File: src/rtl/seq_mux_n.sv
// seq_mux_n: registered N-to-1 multiplexer with manual select and round-robin auto-scan.
// Optional macro SEQ_MUX_PARITY_EN adds out_par, the registered XOR of the data held in out.
// All outputs come straight from flops; there is no combinational input-to-output path.
module seq_mux_n #(
    parameter int unsigned N     = 4,
    parameter int unsigned W     = 8,
    parameter int unsigned SELW  = 2,
    parameter int unsigned DWELL = 4
) (
    input  logic            clk,
    input  logic            rst_n,
    input  logic [N*W-1:0]  in_bus,
    input  logic [SELW-1:0] sel,
    input  logic            mode,
    input  logic            en,
    output logic [W-1:0]    out,
    output logic            out_valid,
    output logic [SELW-1:0] cur_ch
`ifdef SEQ_MUX_PARITY_EN
    ,
    output logic            out_par
`endif
);

    localparam int unsigned      CNTW     = (DWELL > 1) ? $clog2(DWELL) : 1;
    localparam logic [CNTW-1:0]  CNT_LAST = CNTW'(DWELL - 1);
    localparam logic [SELW-1:0]  CH_LAST  = SELW'(N - 1);
    localparam logic [SELW:0]    N_EXT    = (SELW + 1)'(N);

    typedef enum logic [1:0] {StIdle, StManual, StScan} state_e;

    state_e          r_state;
    state_e          w_state_nxt;
    logic [SELW-1:0] r_ptr;
    logic [SELW-1:0] w_ptr_nxt;
    logic [CNTW-1:0] r_cnt;
    logic [CNTW-1:0] w_cnt_nxt;
    logic [W-1:0]    r_out;
    logic [SELW-1:0] r_cur_ch;
    logic [SELW-1:0] w_cur_nxt;
    logic            r_valid;
    logic            w_valid_nxt;

    logic            w_sel_legal;
    logic [SELW-1:0] w_start_ch;
    logic [SELW-1:0] w_ptr_adv;
    logic [SELW-1:0] w_idx;
    logic            w_load;
    logic [W-1:0]    w_data;

    // Select legality and the channel a fresh scan starts from.
    always_comb begin
        w_sel_legal = ({1'b0, sel} < N_EXT);
        w_start_ch  = w_sel_legal ? sel : '0;
        w_ptr_adv   = (r_ptr == CH_LAST) ? '0 : r_ptr + SELW'(1);
    end

    // Next-state, pointer/dwell update and which channel (if any) is loaded into out.
    always_comb begin
        w_state_nxt = r_state;
        w_ptr_nxt   = r_ptr;
        w_cnt_nxt   = r_cnt;
        w_cur_nxt   = r_cur_ch;
        w_valid_nxt = 1'b0;
        w_idx       = r_ptr;
        w_load      = 1'b0;
        if (en) begin
            if (!mode) begin
                w_state_nxt = StManual;
                // Illegal select holds out/cur_ch and only drops valid.
                if (w_sel_legal) begin
                    w_idx       = sel;
                    w_load      = 1'b1;
                    w_cur_nxt   = sel;
                    w_valid_nxt = 1'b1;
                end
            end else if (r_state != StScan) begin
                // Entry edge counts as the first dwell cycle of the start channel.
                w_state_nxt = StScan;
                w_ptr_nxt   = w_start_ch;
                w_cnt_nxt   = '0;
                w_idx       = w_start_ch;
                w_load      = 1'b1;
                w_cur_nxt   = w_start_ch;
                w_valid_nxt = 1'b1;
            end else begin
                if (r_cnt == CNT_LAST) begin
                    w_ptr_nxt = w_ptr_adv;
                    w_cnt_nxt = '0;
                end else begin
                    w_cnt_nxt = r_cnt + CNTW'(1);
                end
                w_idx       = w_ptr_nxt;
                w_load      = 1'b1;
                w_cur_nxt   = w_ptr_nxt;
                w_valid_nxt = 1'b1;
            end
        end
    end

    // Channel data mux driven by the chosen index.
    always_comb begin
        w_data = '0;
        for (int k = 0; k < int'(N); k++) begin
            if (w_idx == SELW'(k)) begin
                w_data = in_bus[k*W +: W];
            end
        end
    end

    // State, pointer, dwell counter and output registers.
    always_ff @(posedge clk or negedge rst_n) begin
        if (!rst_n) begin
            r_state  <= StIdle;
            r_ptr    <= '0;
            r_cnt    <= '0;
            r_out    <= '0;
            r_cur_ch <= '0;
            r_valid  <= 1'b0;
        end else begin
            r_state  <= w_state_nxt;
            r_ptr    <= w_ptr_nxt;
            r_cnt    <= w_cnt_nxt;
            r_cur_ch <= w_cur_nxt;
            r_valid  <= w_valid_nxt;
            if (w_load) begin
                r_out <= w_data;
            end
        end
    end

    assign out       = r_out;
    assign out_valid = r_valid;
    assign cur_ch    = r_cur_ch;

`ifdef SEQ_MUX_PARITY_EN
    logic r_par;

    // Parity register follows every load of out and holds with it.
    always_ff @(posedge clk or negedge rst_n) begin
        if (!rst_n) begin
            r_par <= 1'b0;
        end else if (w_load) begin
            r_par <= ^w_data;
        end
    end

    assign out_par = r_par;
`endif

endmodule

File: config.mk
export PLATFORM = sky130hd
export DESIGN_NAME = seq_mux_n
export DESIGN_NICKNAME = d
export VERILOG_FILES = /design/src/rtl/seq_mux_n.sv
export SDC_FILE = /design/constraint.sdc
export NUM_CORES = 1
export LEC_CHECK = 0
export ABC_CLOCK_PERIOD_IN_PS = 4140
export CORE_MARGIN = 2
export CORE_UTILIZATION = 24
export DETAILED_ROUTE_END_ITERATION = 7
export GPL_TIMING_DRIVEN = 1
export HOLD_SLACK_MARGIN = 0.06
export PLACE_DENSITY = 0.61
export SLEW_MARGIN = 40
export SYNTH_ARGS = -nofsm -noshare
export SYNTH_HDL_FRONTEND = slang
export SYNTH_SLANG_ARGS = --single-unit
File: constraint.sdc
create_clock -name clk -period 4.14 [get_ports clk]
set_input_delay 0.621 -clock clk [delete_from_list [all_inputs] [get_ports clk]]
set_output_delay 0.621 -clock clk [all_outputs]
set_load 0.02 [all_outputs]
==> impl_table.tex, run 1 <==
\begin{tabular}{lr}
\hline
Metric & Value \\
\hline
\multicolumn{2}{l}{\textbf{Placement}} \\
Placed cell area & 1568 µm² \\
Global placer's final weighted congestion & approximately 0.85 \\
Count of input and output buffers & 48 \\
HPWL after DPL & 2296 µm \\
\multicolumn{2}{l}{\textbf{Worst setup path}} \\
Crit path DAT & 2780 ps \\
CP endpoint kind & flip-flop \\
Type of origin of the critical path & input port \\
Crit Path Max Fanout & 19 \\
CP Data Required Time & 4250 ps \\
Setup CP Type & in2reg \\
\multicolumn{2}{l}{\textbf{Yosys}} \\
Post-synthesis async set-or-reset flop share & 1.000 \\
Number of enable flip-flop cells after synthesis & 0 \\
Area share of the leading cell type in the synthesized netlist & 0.4019 \\
Largest area contributor in the netlist & dfrtp\_1 \\
Syn avg cell area & 9.623 µm² \\
Synthesized area & approximately 1100 µm² \\
Commonest cells in the synthesized netlist & nand2\_1, dfrtp\_1, mux2i\_1, inv\_1 \\
Register bit total from synthesis & 17 \\
Dominant register cell in the synthesized netlist & dfrtp\_1 \\
Top cells by area, synth & dfrtp\_1, mux2i\_1, mux2\_2 \\
Syn Nets & 150 \\
Register area share after synthesis & 0.4019 \\
Count of different cell masters after synthesis & 28 \\
Most instantiated library cell after synthesis & nand2\_1 \\
Yosys warnings & 0 \\
Number of standard cells after synthesis & 110 \\
\multicolumn{2}{l}{\textbf{GRT}} \\
Maximum number of pins on one net before global-route repair & 20 \\
Wire length of the first global-routing pass & between 4000 and 5000 µm \\
Remaining global-route overflow & 0 \\
Vias in the first global route & 1066 \\
Initial antenna violation count & 0 \\
GRT Resource Usage Total & 0.1236 \\
\multicolumn{2}{l}{\textbf{Timing}} \\
Setup skew after layout & 2.882 ps \\
Minimum clock period after layout & 2676 ps \\
Final Hold Viols & 0 \\
Setup repair after global routing missed its margin & no \\
Slew at the pin with the worst max-slew slack & 689.6 ps \\
Final count of pins violating max slew & 0 \\
Fin Setup TNS & 0 ps \\
Headroom to the max-slew limit & 0.5389 \\
Share of the clock period used by the worst path after layout & 0.6465 \\
Final setup violation count & 0 \\
Achievable clock frequency & 0.3736 GHz \\
\multicolumn{2}{l}{\textbf{Floorplanning}} \\
Floorplan die area & between 4000 and 5000 µm² \\
Die height & 70.41 µm \\
Standard cell core area & $\sim$4300 µm² \\
Die Span X & 70.41 µm \\
Number of primary I/O pins & 49 \\
Initial core utilization & 0.2465 \\
Number of standard-cell rows in the floorplan & 24 \\
\multicolumn{2}{l}{\textbf{Route}} \\
Number of routed nets with antenna violations & 0 \\
DR vias & $\sim$990 \\
Detail-routed via count per cell & $\sim$4.8 \\
First-pass DRT Iterations & 4 \\
DRC violations left & 0 \\
Wire length per cell & 13.94 µm \\
DRT iter0 DRCs & 54 \\
Total wirelength of the detailed-routed design & around 3000 µm \\
\multicolumn{2}{l}{\textbf{Status}} \\
Result of the run & finished, final reports clean \\
\multicolumn{2}{l}{\textbf{CTS}} \\
Clock-pin slew on the worst setup and hold paths & 70 ps \\
CTS Hold Bufs & 0 \\
Number of sinks handled by clock tree synthesis & 17 \\
Buffer depth of the longest clock path & 2 \\
H-tree depth & 1 \\
Latest clock arrival within the worst-skew pair & 250 ps \\
Total CTS buffers & 3 \\
CTS Root Buffer Type & clkbuf\_8 \\
TritonCTS clock tree & yes \\
Buffer count from post-CTS setup fixing & 0 \\
Resized Gates After CTS & 0 \\
\multicolumn{2}{l}{\textbf{Layout}} \\
Share of post-route cells with drive strength above 1 & 0.1083 \\
Final Cell Area & 1612 µm² \\
Layout Utilization & 0.3753 \\
Filler Cell Count & 426 \\
Area Overhead vs Synth & 52.25\% \\
Final layout net count & 198 \\
Antenna diodes & 0 \\
\multicolumn{2}{l}{\textbf{Power}} \\
Leakage power total & 0.6660 nW \\
IR drop worst, VDD & 0.0001248 V \\
Pwr per Cell Area & 321.1 nW/µm² \\
\multicolumn{2}{l}{\textbf{Run}} \\
Total of max-cap violations & 0 \\
\multicolumn{2}{l}{\textbf{Min path}} \\
Path class of the lowest-slack min-delay path & in2async \\
\hline
\end{tabular}
## path summary, 6_finish.rpt
| path | slack, ps | to | cells past startpoint | from |
|---|---|---|---|---|
| max in group asynchronous | 3580 | r_ptr[0] | 1 | rst_n |
| min reg2reg | 500 | cur_ch[1] | 1 | cur_ch[1] |
| min | 280 | out_valid | 1 | rst_n |
| min in group clk | 500 | cur_ch[1] | 1 | cur_ch[1] |
| max | 1460 | out[2] | 6 | en |
| max reg2reg | 1900 | out[2] | 6 | r_cnt[0] |
## stage by stage
step | setup slack, ps | total power (W) | hold WS, ps | std cells
2_1_floorplan | 2304 | 0.0003037 | 325.4 | 110
4_1_cts | 1438 | 0.0005259 | 502.7 | 209
3_5_place_dp | 1159 | 0.0003930 | 484.5 | 205
3_3_place_gp | 1216 | 0.0003863 | 470.4 | 205
6_report | 1464 | 0.0005174 | 280.2 | 209
5_1_grt | 1214 | 0.0005509 | 304.1 | 209
## flip-flops by register name (all words and copies together), names as in the netlist
register and count:
cur_ch 2, r_ptr 2, r_cnt 2, out_valid 1
out 8, r_state 2
## logic make-up after synthesis
family          share of synthesized area
mux                                0.1690
compound gates                     0.1773
buf+inv                           0.06973
simple gates                       0.1584
flops                              0.4019
fa+ha+maj                         0.02364
## critical path, cell delays in order
cell             delay, ps
clkdlybuf4s50_1        910
inv_2                  150
nor3_1                 220
a311o_1                480
mux2i_1                270
o221ai_1               120
## power by group
group	internal, W	switching [W]	total, W
clock	0.0000678	0.0000622	0.000130
sequential	0.000190	0.0000177	0.000207
combinational	0.0000962	0.0000839	0.000180
total	0.000354	0.000164	0.000517
## placed cells by master (no fill, tap or decap), types with 4 or more instances in the layout
cell / netlist / final
clkdlybuf4s50_1: 0 / 47
nand2_1: 21 / 21
dfrtp_1: 17 / 17
mux2i_1: 10 / 10
inv_1: 9 / 9
mux2_2: 7 / 7
o221ai_1: 7 / 7
nor2_1: 4 / 4
a21oi_1: 4 / 4
o21ai_0: 5 / 4
## routing by layer
metal / global-route usage / vias up / share of wire
met4: 0.03205 / 0 / 0.0093
met1: 0.1445 / 469 / 0.40
met3: 0.03608 / 4 / 0.054
li1: - / 484 / -
met2: 0.2191 / 37 / 0.53
met5: 0 / - / 0
## cell type report
| cell class | count | area, µm² | share of cell area |
|---|---|---|---|
| Sequential cell | 17 | 425.4 | 0.2640 |
| Inverter | 10 | 37.54 | 0.02329 |
| Timing Repair Buffer | 48 | 475.5 | 0.2950 |
| Clock buffer | 3 | 41.29 | 0.02562 |
| Clock inverter | 1 | 7.507 | 0.004658 |
| Multi-Input combinational cell | 78 | 559.3 | 0.3470 |
| Tap cell | 52 | 65.06 | 0.04037 |
Power figures use the tool's default switching activity.
==> run 2, diff against run 1 <==
--- a/config.mk
+++ b/config.mk
@@ -5,7 +5,7 @@
 export SDC_FILE = /design/constraint.sdc
 export NUM_CORES = 1
 export LEC_CHECK = 0
-export ABC_CLOCK_PERIOD_IN_PS = 4140
+export ABC_CLOCK_PERIOD_IN_PS = 2500
 export CORE_MARGIN = 2
 export CORE_UTILIZATION = 24
 export DETAILED_ROUTE_END_ITERATION = 7
==> constraint.sdc (replaced) <==
create_clock -name clk -period 2.5 [get_ports clk]
set_input_delay 0.375 -clock clk [delete_from_list [all_inputs] [get_ports clk]]
set_output_delay 0.375 -clock clk [all_outputs]
set_load 0.02 [all_outputs]
==> impl_table.tex, run 2 (synthesis results as in run 1) <==
\begin{tabular}{lr}
\hline
Metric & Value \\
\hline
\multicolumn{2}{l}{\textbf{Status}} \\
Result of the run & finished, final reports clean \\
\multicolumn{2}{l}{\textbf{Floorplanning}} \\
Number of standard-cell rows in the floorplan & 24 \\
Die Span X & 70.41 µm \\
Initial core utilization & 0.2465 \\
Floorplan die area & 4958 µm² \\
Number of primary I/O pins & between 40 and 50 \\
Die height & 70.41 µm \\
Standard cell core area & 4294 µm² \\
\multicolumn{2}{l}{\textbf{Power}} \\
Fraction of power spent switching nets & 0.3110 \\
Leakage power total & approximately 0.69 nW \\
IR drop worst, VDD & 0.0001787 V \\
Net switching component of the power & 0.0002670 W \\
Part of the power in combinational logic & 0.355 \\
Share of total power in sequential cells & 0.400 \\
Pwr per Cell Area & 524.2 nW/µm² \\
Total internal power & a little under 0.0006 W \\
Clock power share & 0.245 \\
\multicolumn{2}{l}{\textbf{Timing}} \\
Fin Setup TNS & 0 ps \\
Final Hold Viols & 0 \\
Headroom to the max-slew limit & 0.6507 \\
Final count of pins violating max slew & 0 \\
Worst hold slack after final layout & 44.85 ps \\
Slew at the pin with the worst max-slew slack & about 520 ps \\
Setup skew after layout & 4.415 ps \\
Minimum clock period after layout & about 2200 ps \\
Final setup violation count & 0 \\
Achievable clock frequency & 0.4474 GHz \\
Setup repair after global routing missed its margin & no \\
Share of the clock period used by the worst path after layout & 0.8941 \\
\multicolumn{2}{l}{\textbf{GRT}} \\
Remaining global-route overflow & 0 \\
Layer carrying the most global-route usage & met2 \\
Met2 Resource Use GR & 0.2526 \\
Wire length of the first global-routing pass & around 5000 µm \\
Initial antenna violation count & 0 \\
Routing usage on met3 & 0.02165 \\
M1 GR Usage & 0.1398 \\
Vias in the first global route & 1107 \\
GRT Resource Usage Total & 0.1295 \\
Maximum number of pins on one net before global-route repair & 18 \\
\multicolumn{2}{l}{\textbf{CTS}} \\
Latest clock arrival within the worst-skew pair & 250 ps \\
Number of sinks handled by clock tree synthesis & 17 \\
Total CTS buffers & 3 \\
Buffer count from post-CTS setup fixing & 0 \\
CTS Hold Bufs & 0 \\
H-tree depth & 1 \\
TritonCTS clock tree & yes \\
Resized Gates After CTS & 0 \\
CTS Root Buffer Type & clkbuf\_8 \\
Clock-pin slew on the worst setup and hold paths & 70 ps \\
Buffer depth of the longest clock path & 2 \\
\multicolumn{2}{l}{\textbf{Worst setup path}} \\
Crit path DAT & 2360 ps \\
CP Data Required Time & 2620 ps \\
Delay-heaviest family, CP & compound AO/OA/AOI/OAI gates \\
Combined buffer and inverter count along the critical path & 0 \\
CP endpoint kind & flip-flop \\
Setup CP Type & reg2reg \\
Crit Path Max Fanout & 7 \\
Cell type of the slowest stage on the worst timing path & a311o\_1 \\
Delay of the slowest cell on the worst path & 560 ps \\
Cell breakdown of the critical path & ha\_1 -> nor3b\_2 -> nor3\_2 -> a311o\_1 -> mux2i\_1 -> o221ai\_1 \\
Type of origin of the critical path & flip-flop \\
\multicolumn{2}{l}{\textbf{Route}} \\
Total wirelength of the detailed-routed design & 3156 µm \\
DR vias & 986 \\
Detail-routed via count per cell & 4.629 \\
Number of routed nets with antenna violations & 0 \\
DRT iter0 DRCs & 43 \\
First-pass DRT Iterations & 4 \\
Wire length per cell & approximately 15 µm \\
DRC violations left & 0 \\
\multicolumn{2}{l}{\textbf{Layout}} \\
Share of post-route cells with drive strength above 1 & 0.1242 \\
Final layout net count & 202 \\
Antenna diodes & 0 \\
Most common cell after layout, fill and taps aside & clkdlybuf4s50\_1 \\
Area Overhead vs Synth & 54.73\% \\
Commonest non-fill, non-tap cells in the layout & clkdlybuf4s50\_1, nand2\_1, dfrtp\_1 \\
Largest register FFs & 8 \\
\multicolumn{2}{l}{\textbf{Min path}} \\
Path class of the lowest-slack min-delay path & in2async \\
\multicolumn{2}{l}{\textbf{Placement}} \\
HPWL after DPL & around 2500 µm \\
Global placer's final weighted congestion & 0.9100 \\
Count of input and output buffers & 48 \\
\multicolumn{2}{l}{\textbf{Run}} \\
Total of max-cap violations & 0 \\
\hline
\end{tabular}
-- run 2: worst reg2reg max path, cell delays in order, from the launching register on --
cell,delay (ps)
dfrtp_1,400
ha_1,260
nor3b_2,180
nor3_2,320
a311o_1,560
mux2i_1,260
o221ai_1,130
-- run 2: path summary, 6_finish.rpt --
kind | from | end | slack [ps] | depth (start not counted)
setup / recovery | r_cnt[0] | out[4] | 260 | 6
min in group clk | cur_ch[1] | cur_ch[1] | 490 | 1
hold / removal | rst_n | r_cnt[1] | 40 | 1
hold reg to reg | cur_ch[1] | cur_ch[1] | 490 | 1
max in group asynchronous | rst_n | out[0] | 2160 | 1
setup reg to reg | r_cnt[0] | out[4] | 260 | 6
-- run 2: area by class of cell --
cell class | count | area (µm²)
Inverter | 10 | 37.54
Clock buffer | 4 | 45.04
Tap cell | 52 | 65.06
Fill cell | 437 | 2656
Multi-Input combinational cell | 78 | 559.3
Sequential cell | 17 | 425.4
Timing Repair Buffer | 52 | 505.5
-- run 2: power by group through the flow --
stage	sequential, W	combinational, W	clock [W]
after floorplan	0.000376	0.000127	0
after global placement	0.000346	0.000297	0
after detailed placement	0.000348	0.000309	0
after CTS	0.000343	0.000310	0.000218
after global routing	0.000348	0.000329	0.000237
final	0.000343	0.000304	0.000211
-- run 2: per-stage QoR --
| stage | instance area, µm² | utilization | cells | worst slack (ps) | power [W] |
|---|---|---|---|---|---|
| CTS | 1643 | 0.3826 | 213 | 216.2 | 0.0008708 |
| finish | 1638 | 0.3814 | 213 | 264.8 | 0.0008585 |
| floorplan | 1059 | - | 110 | 699.2 | 0.0005030 |
| global route | 1638 | 0.3814 | 213 | 117.1 | 0.0009133 |
| global placement | 1598 | 0.3721 | 209 | 310.1 | 0.0006436 |
| detailed placement | 1598 | 0.3721 | 209 | 129.9 | 0.0006573 |
-- run 2: metal layers --
layer,wire length [µm],vias up
li1,-,489
met1,1284,468
met2,1730,24
met3,107,5
met4,32,0
met5,0,-
